$ cat config.mk
export PLATFORM = sky130hd
export DESIGN_NAME = mem_port_arbiter_flat
export DESIGN_NICKNAME = d
export VERILOG_FILES = /design/src/rtl/mem_arb_pkg.sv /design/src/rtl/mem_port_arbiter_if.sv /design/src/rtl/mem_arb_lat_tracker.sv /design/src/rtl/mem_port_arbiter.sv /design/src/flat_wrapper.sv
export SDC_FILE = /design/constraint.sdc
export NUM_CORES = 1
export LEC_CHECK = 0
export CORE_UTILIZATION = 35
export DETAILED_ROUTE_END_ITERATION = 8
export PLACE_DENSITY = 0.8
export SLEW_MARGIN = 0
export SYNTH_ARGS = -nofsm -noshare
export SYNTH_HDL_FRONTEND = slang
export SYNTH_SLANG_ARGS = --single-unit
export TNS_END_PERCENT = 5
$ cat constraint.sdc
create_clock -name clk -period 4.94 [get_ports clk]
set_input_delay 0.988 -clock clk [delete_from_list [all_inputs] [get_ports clk]]
set_output_delay 0.988 -clock clk [all_outputs]
set_load 0.005 [all_outputs]
$ cat src/rtl/mem_arb_pkg.sv
// mem_arb_pkg: shared defaults, requester/FSM types and address helper for mem_port_arbiter
package mem_arb_pkg;
  localparam int ADDR_W_DEF = 32;
  localparam int DATA_W_DEF = 32;
  typedef enum logic {REQ_IF = 1'b0, REQ_D = 1'b1} req_id_e;
  typedef enum logic {IDLE = 1'b0, WAIT = 1'b1} state_e;
  typedef struct packed {
    req_id_e id;
    logic    we;
    logic    mis;
  } txn_t;
  function automatic logic [ADDR_W_DEF-1:0] byte_to_word(input logic [ADDR_W_DEF-1:0] a);
    return a >> 2;
  endfunction
endpackage

$ cat src/rtl/mem_port_arbiter_if.sv
// mem_port_arbiter_if: pipeline request/response and memory-side signals of the arbiter
interface mem_port_arbiter_if import mem_arb_pkg::*; #(
  parameter int ADDR_W = ADDR_W_DEF,
  parameter int DATA_W = DATA_W_DEF
) ();
  logic              if_req, if_gnt, if_rvalid;
  logic [ADDR_W-1:0] if_addr;
  logic [DATA_W-1:0] if_rdata;
  logic              d_req, d_we, d_gnt, d_rvalid;
  logic [ADDR_W-1:0] d_addr;
  logic [DATA_W-1:0] d_wdata, d_rdata;
  logic              mem_en, mem_we, busy;
  logic [ADDR_W-1:0] mem_addr;
  logic [DATA_W-1:0] mem_wdata, mem_rdata;
  modport slave (
    input  if_req, if_addr, d_req, d_we, d_addr, d_wdata, mem_rdata,
    output if_gnt, if_rvalid, if_rdata, d_gnt, d_rvalid, d_rdata,
           mem_en, mem_we, mem_addr, mem_wdata, busy
  );
  modport master (
    output if_req, if_addr, d_req, d_we, d_addr, d_wdata, mem_rdata,
    input  if_gnt, if_rvalid, if_rdata, d_gnt, d_rvalid, d_rdata,
           mem_en, mem_we, mem_addr, mem_wdata, busy
  );
endinterface

$ cat src/rtl/mem_arb_lat_tracker.sv
// mem_arb_lat_tracker: holds the single outstanding access and pulses done when its data is due
module mem_arb_lat_tracker import mem_arb_pkg::*; #(
  parameter int MEM_LAT = 1
) (
  input  logic clk,
  input  logic rst_n,
  input  logic load_i,
  input  txn_t txn_i,
  output logic done_o,
  output txn_t txn_o
);
  logic [2:0] cnt_q, cnt_d;
  txn_t       txn_q, txn_d;
  always_comb begin
    cnt_d = load_i ? 3'(MEM_LAT) : (cnt_q != 3'd0 ? cnt_q - 3'd1 : cnt_q);
    txn_d = load_i ? txn_i : txn_q;
  end
  always_ff @(posedge clk or negedge rst_n) begin
    if (!rst_n) begin
      cnt_q <= '0;
      txn_q <= '0;
    end else begin
      cnt_q <= cnt_d;
      txn_q <= txn_d;
    end
  end
  assign done_o = cnt_q == 3'd1;
  assign txn_o  = txn_q;
endmodule

$ cat src/rtl/mem_port_arbiter.sv
// mem_port_arbiter: shares one memory port between fetch and data, data first with a fetch starvation guard.
// MEM_ARB_MISALIGN_CHK_EN: misaligned requests skip the memory and complete with rdata 0 and err_misalign_o.
module mem_port_arbiter import mem_arb_pkg::*; #(
  parameter int ADDR_W     = ADDR_W_DEF,
  parameter int DATA_W     = DATA_W_DEF,
  parameter int MEM_LAT    = 1,
  parameter int STARVE_MAX = 4
) (
  input logic clk,
  input logic rst_n,
  mem_port_arbiter_if.slave bus
`ifdef MEM_ARB_MISALIGN_CHK_EN
  , output logic err_misalign_o
`endif
);
  state_e            state_q, state_d;
  logic [3:0]        starve_q, starve_d;
  logic [DATA_W-1:0] if_hold_q, if_hold_d, d_hold_q, d_hold_d;
  logic              any_req, sel_if, grant, mis, done;
  logic [ADDR_W-1:0] addr;
  txn_t              txn_new, txn_done;

  mem_arb_lat_tracker #(.MEM_LAT(MEM_LAT)) u_lat (
    .clk(clk), .rst_n(rst_n), .load_i(grant), .txn_i(txn_new), .done_o(done), .txn_o(txn_done)
  );

  always_ff @(posedge clk or negedge rst_n) begin
    if (!rst_n) begin
      state_q   <= IDLE;
      starve_q  <= '0;
      if_hold_q <= '0;
      d_hold_q  <= '0;
    end else begin
      state_q   <= state_d;
      starve_q  <= starve_d;
      if_hold_q <= if_hold_d;
      d_hold_q  <= d_hold_d;
    end
  end

  always_comb begin
    state_d   = ((state_q == IDLE) | done) ? (grant ? WAIT : IDLE) : state_q;
    starve_d  = bus.if_gnt ? '0 :
                bus.d_gnt  ? (bus.if_req ? (starve_q == 4'(STARVE_MAX) ? starve_q : starve_q + 4'd1) : '0) :
                starve_q;
    if_hold_d = bus.if_rvalid ? bus.if_rdata : if_hold_q;
    d_hold_d  = bus.d_rvalid ? bus.d_rdata : d_hold_q;
  end

  // A new grant may issue in the same cycle the previous access completes.
  always_comb begin
    any_req       = bus.if_req | bus.d_req;
    sel_if        = bus.if_req & (~bus.d_req | (starve_q == 4'(STARVE_MAX)));
    grant         = rst_n & any_req & ((state_q == IDLE) | done);
    addr          = sel_if ? bus.if_addr : bus.d_addr;
`ifdef MEM_ARB_MISALIGN_CHK_EN
    mis           = |addr[1:0];
`else
    mis           = 1'b0;
`endif
    txn_new       = '{id: sel_if ? REQ_IF : REQ_D, we: ~sel_if & bus.d_we, mis: mis};
    bus.if_gnt    = grant & sel_if;
    bus.d_gnt     = grant & ~sel_if;
    bus.mem_en    = grant & ~mis;
    bus.mem_we    = bus.mem_en & ~sel_if & bus.d_we;
    bus.mem_addr  = bus.mem_en ? ADDR_W'(byte_to_word(ADDR_W_DEF'(addr))) : '0;
    bus.mem_wdata = (bus.mem_en & ~sel_if) ? bus.d_wdata : '0;
    bus.if_rvalid = done & (txn_done.id == REQ_IF);
    bus.d_rvalid  = done & (txn_done.id == REQ_D);
    bus.if_rdata  = bus.if_rvalid ? (txn_done.mis ? '0 : bus.mem_rdata) : if_hold_q;
    bus.d_rdata   = bus.d_rvalid ? ((txn_done.we | txn_done.mis) ? '0 : bus.mem_rdata) : d_hold_q;
    bus.busy      = state_q == WAIT;
  end

`ifdef MEM_ARB_MISALIGN_CHK_EN
  assign err_misalign_o = done & txn_done.mis;
`endif
endmodule

$ cat src/flat_wrapper.sv
// flat-port wrapper written by rule: the top's interface ports become plain ports
module mem_port_arbiter_flat import mem_arb_pkg::*;
#(
  parameter int ADDR_W     = ADDR_W_DEF,
  parameter int DATA_W     = DATA_W_DEF,
  parameter int MEM_LAT    = 1,
  parameter int STARVE_MAX = 4
)
  (clk, rst_n, bus_if_req, bus_if_addr, bus_d_req, bus_d_we, bus_d_addr, bus_d_wdata, bus_mem_rdata, bus_if_gnt, bus_if_rvalid, bus_if_rdata, bus_d_gnt, bus_d_rvalid, bus_d_rdata, bus_mem_en, bus_mem_we, bus_mem_addr, bus_mem_wdata, bus_busy);
  mem_port_arbiter_if #(.ADDR_W(ADDR_W), .DATA_W(DATA_W)) bus_i ();
  input logic clk;
  input logic rst_n;
  input wire logic [$bits(bus_i.if_req)-1:0] bus_if_req;
  input wire logic [$bits(bus_i.if_addr)-1:0] bus_if_addr;
  input wire logic [$bits(bus_i.d_req)-1:0] bus_d_req;
  input wire logic [$bits(bus_i.d_we)-1:0] bus_d_we;
  input wire logic [$bits(bus_i.d_addr)-1:0] bus_d_addr;
  input wire logic [$bits(bus_i.d_wdata)-1:0] bus_d_wdata;
  input wire logic [$bits(bus_i.mem_rdata)-1:0] bus_mem_rdata;
  output wire logic [$bits(bus_i.if_gnt)-1:0] bus_if_gnt;
  output wire logic [$bits(bus_i.if_rvalid)-1:0] bus_if_rvalid;
  output wire logic [$bits(bus_i.if_rdata)-1:0] bus_if_rdata;
  output wire logic [$bits(bus_i.d_gnt)-1:0] bus_d_gnt;
  output wire logic [$bits(bus_i.d_rvalid)-1:0] bus_d_rvalid;
  output wire logic [$bits(bus_i.d_rdata)-1:0] bus_d_rdata;
  output wire logic [$bits(bus_i.mem_en)-1:0] bus_mem_en;
  output wire logic [$bits(bus_i.mem_we)-1:0] bus_mem_we;
  output wire logic [$bits(bus_i.mem_addr)-1:0] bus_mem_addr;
  output wire logic [$bits(bus_i.mem_wdata)-1:0] bus_mem_wdata;
  output wire logic [$bits(bus_i.busy)-1:0] bus_busy;
  assign bus_i.if_req = bus_if_req;
  assign bus_i.if_addr = bus_if_addr;
  assign bus_i.d_req = bus_d_req;
  assign bus_i.d_we = bus_d_we;
  assign bus_i.d_addr = bus_d_addr;
  assign bus_i.d_wdata = bus_d_wdata;
  assign bus_i.mem_rdata = bus_mem_rdata;
  assign bus_if_gnt = bus_i.if_gnt;
  assign bus_if_rvalid = bus_i.if_rvalid;
  assign bus_if_rdata = bus_i.if_rdata;
  assign bus_d_gnt = bus_i.d_gnt;
  assign bus_d_rvalid = bus_i.d_rvalid;
  assign bus_d_rdata = bus_i.d_rdata;
  assign bus_mem_en = bus_i.mem_en;
  assign bus_mem_we = bus_i.mem_we;
  assign bus_mem_addr = bus_i.mem_addr;
  assign bus_mem_wdata = bus_i.mem_wdata;
  assign bus_busy = bus_i.busy;
  mem_port_arbiter #(.ADDR_W(ADDR_W), .DATA_W(DATA_W), .MEM_LAT(MEM_LAT), .STARVE_MAX(STARVE_MAX)) u_core (.clk(clk), .rst_n(rst_n), .bus(bus_i));
endmodule
### Yosys cells after proc, flatten, opt, wreduce, memory -nomap -nowiden

Cells that the tools add are included.

* output and inout bits: 135
* input bits: 133
* logic and storage cells: 46
* register bits after elaboration: 74

* reductions and logical operators: 4
* multiplexer cells: 14
* bitwise gates (word level): 16
* add/sub/neg operators: 2
* equal/unequal tests: 3

Operators by type and width (number)
* $mux W32: 5
* $mux W30: 1
* $mux W4: 4
* $and A1 B1 Y1: 9
* $mux W3: 2
* $add A4 B1 Y4 const B: 1
* $eq A4 B3 Y1 const B: 1
* $not A1 Y1: 4
* $reduce_bool A2 Y1: 2
* $eq A3 B1 Y1 const B: 1
* $ne A3 B2 Y1 const B: 1
* $or A1 B1 Y1: 3
* $reduce_bool A3 Y1: 1
* $sub A3 B1 Y3 const B: 1
* $mux W1: 2
* $reduce_and A2 Y1: 1

### Longest topological paths before layout

* word-level depth: 7
* gate-level depth with buffers: 9
* mapped depth without buffers: 7

### Hierarchy

From an unflattened synthesis, not the netlist that was laid out.

* cells, all modules: 488
* area total of the unflattened synthesis: 4287.9 µm²

By module, submodules not included
* mem_port_arbiter: cells an instance 463, area each 3980.1 µm², times used 1, seq. area each 1726.7 µm²
* mem_arb_lat_tracker: cells an instance 25, area each 307.8 µm², times used 1, seq. area each 150.1 µm²

### Least setup slack after synthesis

No wires, ideal clock.

* kind: input to output
* from: input bus_d_req
* to: output bus_mem_addr[10]
* data arrival time: 1.857 ns
* buffers on the path: 2
* setup slack: 2.095 ns
* required time: 3.952 ns
* cell stages on the path: 7
* path through: o21ai_0 -> a21o_4 -> inv_1 -> buf_2 -> buf_4 -> nand3_1 -> o21ai_0

* longest elaborated chain between the ends: 5
* elaborated cells between the ends (all ways): 8
* those cells by class: mux (2); bitwise (6)

Ends and longest elaborated chain
* from (decl): line flat_wrapper.sv:15 `input wire logic [$bits(bus_i.d_req)-1:0] bus_d_req;`
* $not A1 Y1: line mem_port_arbiter.sv:53 `sel_if = bus.if_req & (~bus.d_req | (starve_q == 4'(STARVE_MAX)));`
* $or A1 B1 Y1: line mem_port_arbiter.sv:53
* $and A1 B1 Y1: line mem_port_arbiter.sv:53
* $mux W32: line mem_port_arbiter.sv:55 `addr = sel_if ? bus.if_addr : bus.d_addr;`
* $mux W30 (*): line mem_port_arbiter.sv:66 `bus.mem_addr = bus.mem_en ? ADDR_W'(byte_to_word(ADDR_W_DEF'(addr))) : '0;`
* to (decl): line flat_wrapper.sv:28 `output wire logic [$bits(bus_i.mem_addr)-1:0] bus_mem_addr;`

Mark *: on every way between the ends. The rest lies on a longest branch, timed or not.

### Worst setup path after layout

* from: input bus_if_req
* to: output bus_mem_addr[6]

* longest elaborated chain between the ends: 4
* elaborated cells between the ends (all ways): 6
* those cells by class: mux (2); bitwise (4)

Ends and longest elaborated chain
* from (decl): line flat_wrapper.sv:13 `input wire logic [$bits(bus_i.if_req)-1:0] bus_if_req;`
* $or A1 B1 Y1: line mem_port_arbiter.sv:52 `any_req = bus.if_req | bus.d_req;`
* $and A1 B1 Y1 (2 in series): line mem_port_arbiter.sv:54 `grant = rst_n & any_req & ((state_q == IDLE) | done);`
* $mux W30 (*): line mem_port_arbiter.sv:66

Marks and branches as above.

==> flow_summary.toml <==
[drt]
drt_iter0_drc = 196
via_per_inst = 4.90
routed-via-count = 4371
antenna_left = 0
routed_wl_mm = 13.6
drc = 0
drt_pass1_iterations = 6
wl_per_cell_um = 15.3

[global_route]
grt_pass1_wl_mm = 20.9
grt_usage_pct = 20.9
overflow = 0
antenna_found_initial = 0
first_global_vias = 4267
grt_max_degree = 96

[clocking]
cts_buffers = 9
path_clk_slew_ns = 0.06
clock-root-buffer = "clkbuf_16"
clock_sinks = 74
ctsLongestPathBuffers = 2
hold_buffers = 0
clk_latency_ns = 0.33
cts_setup_buffers = 0
cts_resized = 0
cts_tree = "built"
cts.htree.levels = 3

[sta]
skew_ns = 0.00695
rsz0062_at_grt = "no"
finalMaxSlewViolations = 0
setup_viol = 0
hold_violations = 0
max_slew_margin_pct = 36.4
post-route-min-period_ns = 4.44
whs_ns = 0.469
period_share_pct = 89.8
setup_tns_ns = 0
max_freq_ghz = 0.225
tightest_slew_ns = 0.954

[worst_setup_path]
worstSetupStartpointType = "primary input"
worstSetupPathType = "in2out"
worstPathRequired_ns = 3.95
startpoint = "bus_if_req"
ff2ff_path_depth = 6
r2r-end = "u_core.d_hold_q[31]$_DFFE_PN0P_"
r2r_start = "u_core.u_lat.cnt_q[1]$_DFFE_PN0P_"
rrSetupSlack_ns = 2.71
crit_fanout = 47
crit_path_end_kind = "primary output"
cp_data_arrival_time_ns = 3.45

[logic_synthesis]
synth-compound-area-share_pct = 12.9
yosys.area_share.simple_pct = 20.9
synth_ff_type = "dfrtp_1"
synthAdderAreaFrac_pct = 1.44
synth_edf_count = 0
ys_seq_elements = 74
postSynth.asyncResetShare_pct = 100
synthMuxAreaShare_pct = 16.6
syn_area_sq_um = 4340
synth_top_family_by_area = "simple AND/OR/NAND/NOR gates"
syn_inst = 482
syn_avg_cell_area_sq_um = 9.01
seq_area_frac_synth_pct = 42.7
synth_xor_area_share_pct = 0.202
yosysWarnings = 0
synth.distinct_cells = 29

[cells_and_area]
fin_nets = 857
instances_no_fill = 892
antenna_cells = 0
fin_util_pct = 60.9
fill_cells = 1012
drive_gt1_share_pct = 13.0
syn_to_final_growth_pct = 69.3

[power]
power_density_nw_per_um2 = 527
p_leak_uw = 0.00305
ir_worst_vdd_mv = 0.235

[floorplanning]
die_width_um = 113
pin_count = 268
die_y_um = 113
rows = 40
dieArea_sq_um = 12900
start_util_pct = 36.0
core_region_area_sq_um = 12100

[placement]
hpwl_mm = 10.4
dp.cells = 876
port_buffers = 261
gp_congestion = 0.813

[hold_path]
hold_path_class = "reg2reg"
hold_end = "u_core.d_hold_q[0]$_DFFE_PN0P_"
holdCritStartpoint = "u_core.d_hold_q[0]$_DFFE_PN0P_"
hold-path-cell-count = 2

[flow_run]
cap_violations = 0

[run_status]
status = "completed"
## worst max path at each step
stage               slack (ns)  depth (start not counted)                to
CTS                       0.50                          8   bus_mem_addr[6]
finish                    0.50                          8   bus_mem_addr[6]
global placement          0.55                          8   bus_mem_addr[7]
detailed placement        0.50                          8   bus_mem_addr[6]
floorplan                 2.10                          7  bus_mem_addr[10]
global route              0.31                          8  bus_mem_addr[12]
## logic make-up (layout without fill, tap and decap cells)
logic type                 Yosys count  count (layout)
AOI/OAI and AO/OA                  107             107
xor gates and xnor gates             1               1
adders and majority gates            5               5
buffers and inverters               51             292
DFF                                 74              74
muxes                               64              64
other                                1               2
and+or+nand+nor                    179             179
## synthesized netlist by cell type (2+ instances only)
| library cell | n | area share, % |
|---|---|---|
| a21oi_1 | 2 | 0.23 |
| and3_1 | 33 | 4.8 |
| buf_2 | 17 | 2.0 |
| buf_4 | 4 | 0.69 |
| clkbuf_1 | 21 | 1.8 |
| dfrtp_1 | 74 | 43 |
| ha_1 | 5 | 1.4 |
| inv_1 | 9 | 0.78 |
| mux2_2 | 64 | 17 |
| nand2_1 | 67 | 5.8 |
| nand2b_1 | 33 | 4.8 |
| nand3_1 | 32 | 3.7 |
| nor2_1 | 8 | 0.69 |
| o21ai_0 | 98 | 11 |
## cells in the final DEF, fill, tap and decap left out
| cell type | instances |
|---|---|
| nor3_1 | 1 |
| o21ai_1 | 1 |
| nand2b_1 | 33 |
| nor2b_1 | 1 |
| a21boi_2 | 1 |
| xor2_1 | 1 |
| mux2_2 | 64 |
| clkinv_1 | 1 |
| and3b_1 | 1 |
| nand2b_4 | 1 |
| a21o_4 | 1 |
| buf_12 | 2 |
| inv_1 | 8 |
| nor2_1 | 7 |
| o22ai_1 | 1 |
| and2_1 | 1 |
| o21ai_0 | 98 |
| nor2_4 | 1 |
| dfrtp_1 | 74 |
| clkinv_4 | 1 |
| clkdlybuf4s50_1 | 260 |
| clkinvlp_4 | 1 |
| or3_4 | 1 |
| and3_1 | 33 |
| clkinv_2 | 2 |
| clkbuf_16 | 9 |
| clkbuf_1 | 1 |
| nand2_1 | 67 |
| clkbuf_8 | 2 |
| ha_1 | 5 |
| buf_4 | 5 |
| a21oi_1 | 2 |
| o21ai_4 | 1 |
| a21o_2 | 1 |
| nand3_1 | 31 |
| nand3_2 | 1 |
| o31ai_1 | 1 |
| conb_1 | 2 |
## per-layer routing
metal	routed length (um)	track usage, %	share of wire [%]	vias up
li1	-	-	-	2127
met1	5290	22.4	39	2039
met2	6850	37.5	50	175
met3	1010	6.43	7.4	30
met4	457	9.65	3.4	0
met5	0	0	0	-
## per-stage QoR
stage,setup slack (ns),instance area (sq um),total power (uW)
after detailed placement,0.504,7060,3290
after global placement,0.549,7060,3210
after CTS,0.495,7350,3920
after floorplan,2.10,4340,2080
final,0.503,7350,3870
after global routing,0.306,7350,4160
## critical path, stage by stage
cell,delay (ns)
clkdlybuf4s50_1,0.49
o21ai_0,0.23
a21o_4,0.17
clkinv_1,0.48
buf_12,0.38
nand3_1,0.14
o21ai_0,0.09
clkdlybuf4s50_1,0.46
## where the power goes
group / internal, uW / switching (uW)
registers: 888 / 150
clock network: 366 / 244
logic: 1330 / 894
## registers in the layout, indices dropped and copies added (netlist names)
| name | cells |
|---|---|
| u_core.bus.busy | 1 |
| u_core.u_lat.cnt_q | 3 |
| u_core.if_hold_q | 32 |
| u_core.u_lat.txn_o | 2 |
| u_core.d_hold_q | 32 |
| u_core.starve_q | 4 |
## final cells by class
class	count	area, sq um	area share, %
clock buffers	12	256	3.49
clock inverters	4	26.3	0.358
inverters	9	33.8	0.460
multi-input cells	358	2290	31.1
flip-flops and latches	74	1850	25.2
well taps	168	210	2.86
repair buffers	267	2680	36.5
Note: power is estimated with default switching activity, not from simulation.
